### config.mk
export PLATFORM = sky130hd
export DESIGN_NAME = reg_writeback_ctrl
export DESIGN_NICKNAME = d
export VERILOG_FILES = /design/src/rtl/cpu_pkg.sv /design/src/rtl/wb_fifo.sv /design/src/rtl/reg_writeback_ctrl.sv
export SDC_FILE = /design/constraint.sdc
export NUM_CORES = 1
export LEC_CHECK = 0
export BUFFER_PORTS_ARGS = -buffer_cell sky130_fd_sc_hd__buf_2
export CORE_UTILIZATION = 45
export CTS_BUF_LIST = sky130_fd_sc_hd__clkbuf_2 sky130_fd_sc_hd__clkbuf_4 sky130_fd_sc_hd__clkbuf_8
export DETAILED_ROUTE_END_ITERATION = 7
export PLACE_DENSITY = 0.66
export REMOVE_ABC_BUFFERS = 1
export SLEW_MARGIN = 20
export SYNTH_ARGS = -nofsm -noshare
export SYNTH_HDL_FRONTEND = slang
export SYNTH_SLANG_ARGS = --single-unit
export TNS_END_PERCENT = 10
### constraint.sdc
create_clock -name Clk -period 10.6 [get_ports Clk]
set_clock_uncertainty 0.2 [all_clocks]
set_input_delay 0.53 -clock Clk [delete_from_list [all_inputs] [get_ports Clk]]
set_output_delay 0.53 -clock Clk [all_outputs]
set_load 0.05 [all_outputs]
### src/rtl/cpu_pkg.sv
// Shared CPU-side types for the register writeback path: the buffered
// {addr,data} entry and the default datapath geometry.
package cpu_pkg;

  localparam int CPU_W     = 8;
  localparam int CPU_A     = 2;
  localparam int CPU_DEPTH = 4;

  typedef struct packed {
    logic [CPU_A-1:0] addr;
    logic [CPU_W-1:0] data;
  } wb_entry_t;

endpackage

### src/rtl/wb_fifo.sv
// Two-write / one-read circular buffer of writeback entries. Write port 0 lands
// at wr_ptr and port 1 right behind it; the head is read combinationally.
module wb_fifo
  import cpu_pkg::*;
#(
  parameter int DEPTH = CPU_DEPTH
) (
  input  logic                       Clk,
  input  logic                       Reset,
  input  logic                       i_wr0_en,
  input  wb_entry_t                  i_wr0_entry,
  input  logic                       i_wr1_en,
  input  wb_entry_t                  i_wr1_entry,
  input  logic                       i_pop,
  output wb_entry_t                  o_head,
  output logic                       o_empty,
  output logic [$clog2(DEPTH):0]     o_count,
  output logic [DEPTH-1:0]           o_valid,
  output wb_entry_t                  o_entries [DEPTH]
);

  localparam int PW = $clog2(DEPTH);

  logic [PW:0]      r_wr_ptr;
  logic [PW:0]      r_rd_ptr;
  logic [PW:0]      r_count;
  logic [DEPTH-1:0] r_valid;
  wb_entry_t        r_mem [DEPTH];

  logic [PW-1:0]    w_slot0;
  logic [PW-1:0]    w_slot1;
  logic [PW-1:0]    w_head_slot;
  logic [DEPTH-1:0] w_valid_next;

  assign w_slot0     = r_wr_ptr[PW-1:0];
  assign w_slot1     = r_wr_ptr[PW-1:0] + PW'(i_wr0_en);
  assign w_head_slot = r_rd_ptr[PW-1:0];

  // Clear before set: when full, the slot popped this cycle may be refilled.
  always_comb begin
    w_valid_next = r_valid;
    if (i_pop)    w_valid_next[w_head_slot] = 1'b0;
    if (i_wr0_en) w_valid_next[w_slot0]     = 1'b1;
    if (i_wr1_en) w_valid_next[w_slot1]     = 1'b1;
  end

  always_ff @(posedge Clk) begin
    if (Reset) begin
      r_wr_ptr <= '0;
      r_rd_ptr <= '0;
      r_count  <= '0;
      r_valid  <= '0;
    end else begin
      r_wr_ptr <= r_wr_ptr + (PW+1)'(i_wr0_en) + (PW+1)'(i_wr1_en);
      r_rd_ptr <= r_rd_ptr + (PW+1)'(i_pop);
      r_count  <= r_count + (PW+1)'(i_wr0_en) + (PW+1)'(i_wr1_en) - (PW+1)'(i_pop);
      r_valid  <= w_valid_next;
    end
  end

  always_ff @(posedge Clk) begin
    if (i_wr0_en) r_mem[w_slot0] <= i_wr0_entry;
    if (i_wr1_en) r_mem[w_slot1] <= i_wr1_entry;
  end

  assign o_head    = r_mem[w_head_slot];
  assign o_empty   = (r_wr_ptr == r_rd_ptr);
  assign o_count   = r_count;
  assign o_valid   = r_valid;
  assign o_entries = r_mem;

endmodule

### src/rtl/reg_writeback_ctrl.sv
// Register-file writer: arbitrates ALU/load results into an in-order FIFO,
// retires one write per cycle and publishes a per-register pending bitmap.
module reg_writeback_ctrl
  import cpu_pkg::*;
#(
  parameter int W     = CPU_W,
  parameter int A     = CPU_A,
  parameter int DEPTH = CPU_DEPTH
) (
  input  logic                    Clk,
  input  logic                    Reset,
  input  logic                    AluValid,
  input  logic [A-1:0]            AluAddr,
  input  logic [W-1:0]            AluData,
  output logic                    AluReady,
  input  logic                    MemValid,
  input  logic [A-1:0]            MemAddr,
  input  logic [W-1:0]            MemData,
  output logic                    MemReady,
  output logic                    WriteEn,
  output logic [A-1:0]            Waddr,
  output logic [W-1:0]            DataIn,
  output logic [2**A-1:0]         Pending,
  output logic [$clog2(DEPTH):0]  Count
);

  localparam int CW = $clog2(DEPTH) + 1;
  localparam int NR = 2**A;

  wb_entry_t        w_head;
  wb_entry_t        w_entries [DEPTH];
  wb_entry_t        w_mem_entry;
  wb_entry_t        w_alu_entry;
  logic             w_empty;
  logic [CW-1:0]    w_count;
  logic [DEPTH-1:0] w_valid;
  logic             w_pop;
  logic [CW:0]      w_free;
  logic             w_mem_acc;
  logic             w_alu_acc;

  assign w_pop  = !Reset && !w_empty;
  // A slot vacated by this cycle's retire can be refilled in the same cycle.
  assign w_free = (CW+1)'(DEPTH) - {1'b0, w_count} + (CW+1)'(w_pop);

  assign MemReady  = !Reset && (w_free >= (CW+1)'(1));
  assign AluReady  = !Reset && (MemValid ? (w_free >= (CW+1)'(2)) : (w_free >= (CW+1)'(1)));
  assign w_mem_acc = MemValid && MemReady;
  assign w_alu_acc = AluValid && AluReady;

  assign w_mem_entry = '{addr: MemAddr, data: MemData};
  assign w_alu_entry = '{addr: AluAddr, data: AluData};

  // The load is older in program order, so it takes the first slot.
  wb_fifo #(.DEPTH(DEPTH)) u_fifo (
    .Clk         (Clk),
    .Reset       (Reset),
    .i_wr0_en    (w_mem_acc),
    .i_wr0_entry (w_mem_entry),
    .i_wr1_en    (w_alu_acc),
    .i_wr1_entry (w_alu_entry),
    .i_pop       (w_pop),
    .o_head      (w_head),
    .o_empty     (w_empty),
    .o_count     (w_count),
    .o_valid     (w_valid),
    .o_entries   (w_entries)
  );

  assign WriteEn = w_pop;
  assign Waddr   = w_pop ? w_head.addr : '0;
  assign DataIn  = w_pop ? w_head.data : '0;
  assign Count   = w_count;

  genvar gi;
  generate
    for (gi = 0; gi < NR; gi++) begin : g_pending
      logic [DEPTH-1:0] w_hit;
      always_comb begin
        w_hit = '0;
        for (int e = 0; e < DEPTH; e++) begin
          w_hit[e] = w_valid[e] && (w_entries[e].addr == A'(gi));
        end
      end
      assign Pending[gi] = |w_hit;
    end
  endgenerate

endmodule
# Yosys cells after proc, flatten, opt, wreduce, memory -nomap -nowiden
# Index checks and enable logic that the tools add are counted.
# word_totals
ff_bits	53
latchBits	0
mem_bits_rw	0
romBits	0
input_bits	24
n_memories	0
# op_classes
add_sub_neg	9
mul	0
n_div	0
order_cmp	13
eq_ne	13
shifts	0
mux	23
n_bitwise	7
n_reduce_logical	36
# op_table
operator	count
$bwmux W40	2
$mux W40	2
$demux W10 S2	2
$mux W10	4
$logic_and A1 B1 Y1	26
$bmux W10 S2	1
$eq A2 B2 Y1 const B	8
$reduce_or A4 Y1	4
$add A3 B1 Y3	5
$mux W4	3
$ge A3 B3 Y1 const B	3
$lt A2 B3 Y1 const B	3
$not A2 Y3	3
$eq A2 B1 Y1 const B	4
$logic_not A2 Y1	4
$mux W8	1
$or A4 B4 Y4	2
$demux W1 S2	3
$ge A2 B1 Y1 const B	3
$lt A3 B1 Y1 const B	2
$add A4 B1 Y4	1
$and A4 B4 Y4	1
$ge A4 B1 Y1 const B	1
$ge A4 B2 Y1 const B	1
other kinds (8)	12

# Longest topological paths before layout
# depth
ltp_word	15
ltp_mapped	17

# Modules after synthesis
# From an unflattened synthesis, not the netlist that was laid out.
# hier_totals
cells_unflattened	358
hier_area_um2	2902.8
# by_module_without_submodules
module	instances	cells_per_inst	area_per_inst_um2	seq_area_each_um2
wb_fifo	1	308	2595.0	1061.0
reg_writeback_ctrl	1	50	307.8	0.0

# Least setup slack after synthesis
# Ideal clock, no wire load.
# synth_timing
path_type	reg2reg
startpoint	reg u_fifo.r_rd_ptr[0]
endpoint	reg u_fifo.r_count[2], in the netlist u_fifo.o_count[2]
setup_ps	128
arrival_time_ps	3690
required_ps	10272
setup_slack_ps	6582
stages_incl_launch_ff	18
period_less_slack_ps	4018
cell_sequence	dfxtp_1 -> clkbuf_1 -> xnor2_1 -> a31o_2 -> clkbuf_1 -> ha_1 -> inv_1 -> ha_1 -> and4b_4 -> or3_1 -> o21ai_2 -> inv_1 -> ha_1 -> inv_1 -> fa_1 -> fa_1 -> xnor2_1 -> nor2_1
# synth_between
elab_chain_cells	10
word_cells_on_any_way	14
classes_between	add/sub (4); order compare (2); eq/ne (1); mux (1); reduce/logical (6)
# synth_rtl
item	line_no	rtl
start: declaration	wb_fifo.sv:25	logic [PW:0] r_rd_ptr;
start signal: assignment	wb_fifo.sv:55	r_rd_ptr <= r_rd_ptr + (PW+1)'(i_pop);
$eq A3 B3 Y1 (*)	wb_fifo.sv:67	assign o_empty = (r_wr_ptr == r_rd_ptr);
$logic_not A1 Y1 (*)	reg_writeback_ctrl.sv:42	assign w_pop = !Reset && !w_empty;
$logic_and A1 B1 Y1 (*)	reg_writeback_ctrl.sv:42	
$add A4 B1 Y4	reg_writeback_ctrl.sv:44	assign w_free = (CW+1)'(DEPTH) - {1'b0, w_count} + (CW+1)'(w_pop);
$ge A4 B1 Y1 / $ge A4 B2 Y1 (equally long branches)	reg_writeback_ctrl.sv:46, reg_writeback_ctrl.sv:47	
$logic_and A1 B1 Y1 / $mux W1 (equally long branches)	reg_writeback_ctrl.sv:46, reg_writeback_ctrl.sv:47	
$logic_and A1 B1 Y1, on equally long branches	reg_writeback_ctrl.sv:48, reg_writeback_ctrl.sv:47	
$add A3 B1 Y3 / $logic_and A1 B1 Y1 (equally long branches)	wb_fifo.sv:56, reg_writeback_ctrl.sv:49	
$add A3 B1 Y3	wb_fifo.sv:56	r_count <= r_count + (PW+1)'(i_wr0_en) + (PW+1)'(i_wr1_en) - (PW+1)'(i_pop);
$sub A3 B1 Y3 (*)	wb_fifo.sv:56	
end signal: assignment	wb_fifo.sv:56	
end: declaration	wb_fifo.sv:26	logic [PW:0] r_count;
# Mark *: on every way between the ends. The rest lies on a longest branch, timed or not.
# A chain may end at the register's enable or synchronous reset.

# Final worst setup path
# layout_timing
startpoint	reg u_fifo.r_rd_ptr[0]
endpoint	reg u_fifo.r_mem (netlist bit u_fifo.o_entries[25])
# layout_between
elab_chain_cells	15
word_cells_on_any_way	21
classes_between	add/sub (2); order compare (4); eq/ne (1); mux (6); bitwise (1); reduce/logical (7)
# layout_rtl
item	line_no	rtl
$eq A3 B3 Y1 (*)	wb_fifo.sv:67	
$logic_not A1 Y1 (*)	reg_writeback_ctrl.sv:42	
$logic_and A1 B1 Y1 (*)	reg_writeback_ctrl.sv:42	
$add A4 B1 Y4 (*)	reg_writeback_ctrl.sv:44	
$ge A4 B1 Y1	reg_writeback_ctrl.sv:46, reg_writeback_ctrl.sv:47	
$logic_and A1 B1 Y1	reg_writeback_ctrl.sv:46	assign MemReady = !Reset && (w_free >= (CW+1)'(1));
$logic_and A1 B1 Y1	reg_writeback_ctrl.sv:48	assign w_mem_acc = MemValid && MemReady;
$add A2 B1 Y2	wb_fifo.sv:36	assign w_slot1 = r_wr_ptr[PW-1:0] + PW'(i_wr0_en);
$not A2 Y3 (implied by the code)	wb_fifo.sv:63	if (i_wr1_en) r_mem[w_slot1] <= i_wr1_entry;
$ge A3 B3 Y1 (implied by the code) / $lt A3 B1 Y1 (equally long branches)	wb_fifo.sv:63	
$logic_and A1 B1 Y1 (implied by the code)	wb_fifo.sv:63	
$mux W10 (implied by the code)	wb_fifo.sv:63	
$demux W10 S2	wb_fifo.sv:63	
$bwmux W40	wb_fifo.sv:63	
$mux W40 (*)	wb_fifo.sv:63	
end signal: indexed assignment	wb_fifo.sv:62	if (i_wr0_en) r_mem[w_slot0] <= i_wr0_entry;
end signal: indexed assignment	wb_fifo.sv:63	
end: declaration	wb_fifo.sv:28	wb_entry_t r_mem [DEPTH];
# Marked as above.

==> out/metrics.cfg <==
[status]
status=complete, but fails checks
violations=design-rule violations

[timing]
hold_viol_final=0
worst_slack_ps=5947
rsz0062_at_grt=false
setup_violations=0
whs_ps=264.2
tns_ps=0
maxSlewViolCount=0
period_needed_ps=4653
post-route-period-util=0.4389
slew-limit-headroom=0.4187
clock.fmax_mhz=214.9
worst_pin_slew_ps=870.8

[detailed_routing]
drtIter0Drc=84
routed_wl_mm=6.392
ant_nets=0
dr.pass1.iters=6
drt-vias-per-instance=5.487
drc=8
wl_per_cell_um=16.82
num_vias=2085

[cts]
clockBufferDepth=2
hold_buffers=0
cts_tree=yes
root_buffer=clkbuf_8
h-tree-depth=2
clk-insertion-delay-late_ps=300
clk_pin_slew_ps=90
cts_setup_buffers=0
numCtsBuffers=5
ctsResizeCount=0
cts_sinks=53

[setup_path]
crit_top_cell=ha_1
crit_path_end_kind=flip-flop
reg2reg_slack_ps=5950
worstSetupPathType=flip-flop to flip-flop
reg2regPathDepth=12
cp.arrival_ps=4650
worstSetupStartpointType=flip-flop
slowest_delay_ps=900
timing.critical_path.required_ps=10600
crit_path_cell_trace=xnor2_1 > a31o_2 > ha_1 > inv_1 > ha_1 > and4b_4 > or2_4 > a21oi_1 > ha_1 > xnor2_1 > nand3_1 > mux2_4
r2r-end=u_fifo.o_entries[25]
cp-endpoint=u_fifo.o_entries[25]
cp_max_fo=16
worstReg2RegStart=u_fifo.r_rd_ptr[0]
critical_path.startpoint=u_fifo.r_rd_ptr[0]
slowest_stage=dfxtp_1

[yosys]
synth_warnings=0
yosysTopAreaCell=dfxtp_1
synth_async_sr_flop_share=0
avgSynthCellArea_sq_um=11.61
synth.area.top_cells=dfxtp_1 35%, mux2_1 21%, mux2_4 8.8%, mux4_2 7.3%, nor2b_1 3.7%
yosysSeqAreaShare=0.3463
synth_area_sq_um=3064
netlist.area_leader.share=0.3463
synth_cell_types=38
syn_inst=264
ys.flop_type=dfxtp_1
ys_ff_latch=53
synth_edf_count=0

[die]
dieArea_sq_um=7144
core_area_sq_um=6459
die_y_um=84.52
placementRows=29
io_pins=44
initial_core_util=0.4744
die_w_um=84.52

[finish]
final_layout_size_suffix_gt1_frac=0.3069
most-common-layout-cells=56 x mux2_1, 53 x dfxtp_1, 43 x buf_2, 18 x nor2b_1, 18 x mux2_4
stdcell_count=380
layout_commonest_cell=mux2_1
diodes=0
nFillCells=585
area_growth_syn_to_layout_pct=11.72
fin_nets=337

[global_routing]
track_usage=0.1910
grt_pass1_wl_mm=10.55
grt_max_degree=20
grt_overflow=0
grt_pass1_vias=2063
antenna_found_initial=0

[placement]
io_buffer_count=43
dp_cells=372
dp_hpwl_mm=4.466
place_ws_ps=5891
place_congestion=0.7763

[flow_run]
maxCapViolations=0

[min_path]
min_path_type=primary input to flip-flop

[power_and_ir_drop]
p_per_area_nw_per_um2=305.5
ir_drop_mv=0.1370
p_leak_nw=1.492

-- through the flow --
| step | area [sq um] | util | power (mW) |
|---|---|---|---|
| 2_1_floorplan | 2998 | - | 0.8130 |
| 3_3_place_gp | 3332 | 0.5159 | 0.9196 |
| 3_5_place_dp | 3332 | 0.5159 | 0.9357 |
| 4_1_cts | 3423 | 0.5300 | 1.056 |
| 5_1_grt | 3423 | 0.5300 | 1.120 |
| 6_report | 3423 | 0.5300 | 1.046 |
-- power by group --
part / leakage [nW] / internal [mW] / switching [mW] / total [mW]
registers: 0.443 / 0.296 / 0.0794 / 0.375
logic: 0.999 / 0.274 / 0.277 / 0.552
clock network: 0.0498 / 0.0548 / 0.0643 / 0.119
total: 1.49 / 0.625 / 0.421 / 1.05
-- metal layers --
| layer | vias up | global-route usage | part of all wire |
|---|---|---|---|
| li1 | 1030 | - | - |
| met1 | 999 | 0.2528 | 0.47 |
| met2 | 49 | 0.3156 | 0.47 |
| met3 | 7 | 0.04031 | 0.045 |
| met4 | 0 | 0.05547 | 0.0095 |
| met5 | - | 0 | 0 |
-- how the worst min path moves through the flow --
stage / start / slack, ps / to / cells after the start
finish: AluData[7] / 260 / u_fifo.o_entries[37] / 2
global route: AluData[7] / 270 / u_fifo.o_entries[7] / 2
CTS: AluData[7] / 260 / u_fifo.o_entries[37] / 2
detailed placement: u_fifo.o_valid[0] / 310 / u_fifo.o_valid[0] / 2
global placement: u_fifo.o_valid[0] / 300 / u_fifo.o_valid[0] / 2
floorplan: u_fifo.o_valid[0] / 260 / u_fifo.o_valid[0] / 2
-- Yosys cell counts (3+ instances only) --
master    instances
mux2_1           56
dfxtp_1          53
mux2_4           18
nor2b_1          18
clkbuf_1         12
inv_1            11
mux4_2           10
nor2_1            9
ha_1              8
nand2b_1          7
xnor2_1           7
mux2_2            6
nand2_1           6
a21oi_1           5
a31oi_1           5
nand3_1           4
fa_1              3
-- cell type report --
class	instances	area, sq um	area share
Clock buffer	8	91.34	0.02668
Inverter	11	41.29	0.01206
Multi-Input combinational cell	185	1896	0.5537
Sequential cell	53	1061	0.3099
Tap cell	77	96.34	0.02814
Timing Repair Buffer	46	237.7	0.06944
-- state kept, by name, summed over array words and instances, names as in the netlist --
| register | flops |
|---|---|
| u_fifo.o_entries | 40 |
| u_fifo.o_valid | 4 |
| u_fifo.r_wr_ptr | 3 |
| u_fifo.r_rd_ptr | 3 |
| u_fifo.o_count | 3 |
-- worst max-delay path: cells and delay by family (launching register included) --
| kind | cells | cell delay [ps] |
|---|---|---|
| compound gates | 2 | 730 |
| simple gates | 3 | 1080 |
| xor+xnor | 2 | 350 |
| flops | 1 | 900 |
| mux | 1 | 520 |
| fa+ha+maj | 3 | 690 |
| buf+inv | 1 | 40 |
-- kinds of logic after synthesis --
family | synth area share
AOI/OAI and AO/OA | 0.06166
xor gates and xnor gates | 0.02287
adders and majority gates | 0.05227
buffers and inverters | 0.03512
DFF | 0.3463
muxes | 0.3895
and+or+nand+nor | 0.09229
Power figures use the tool's default switching activity.
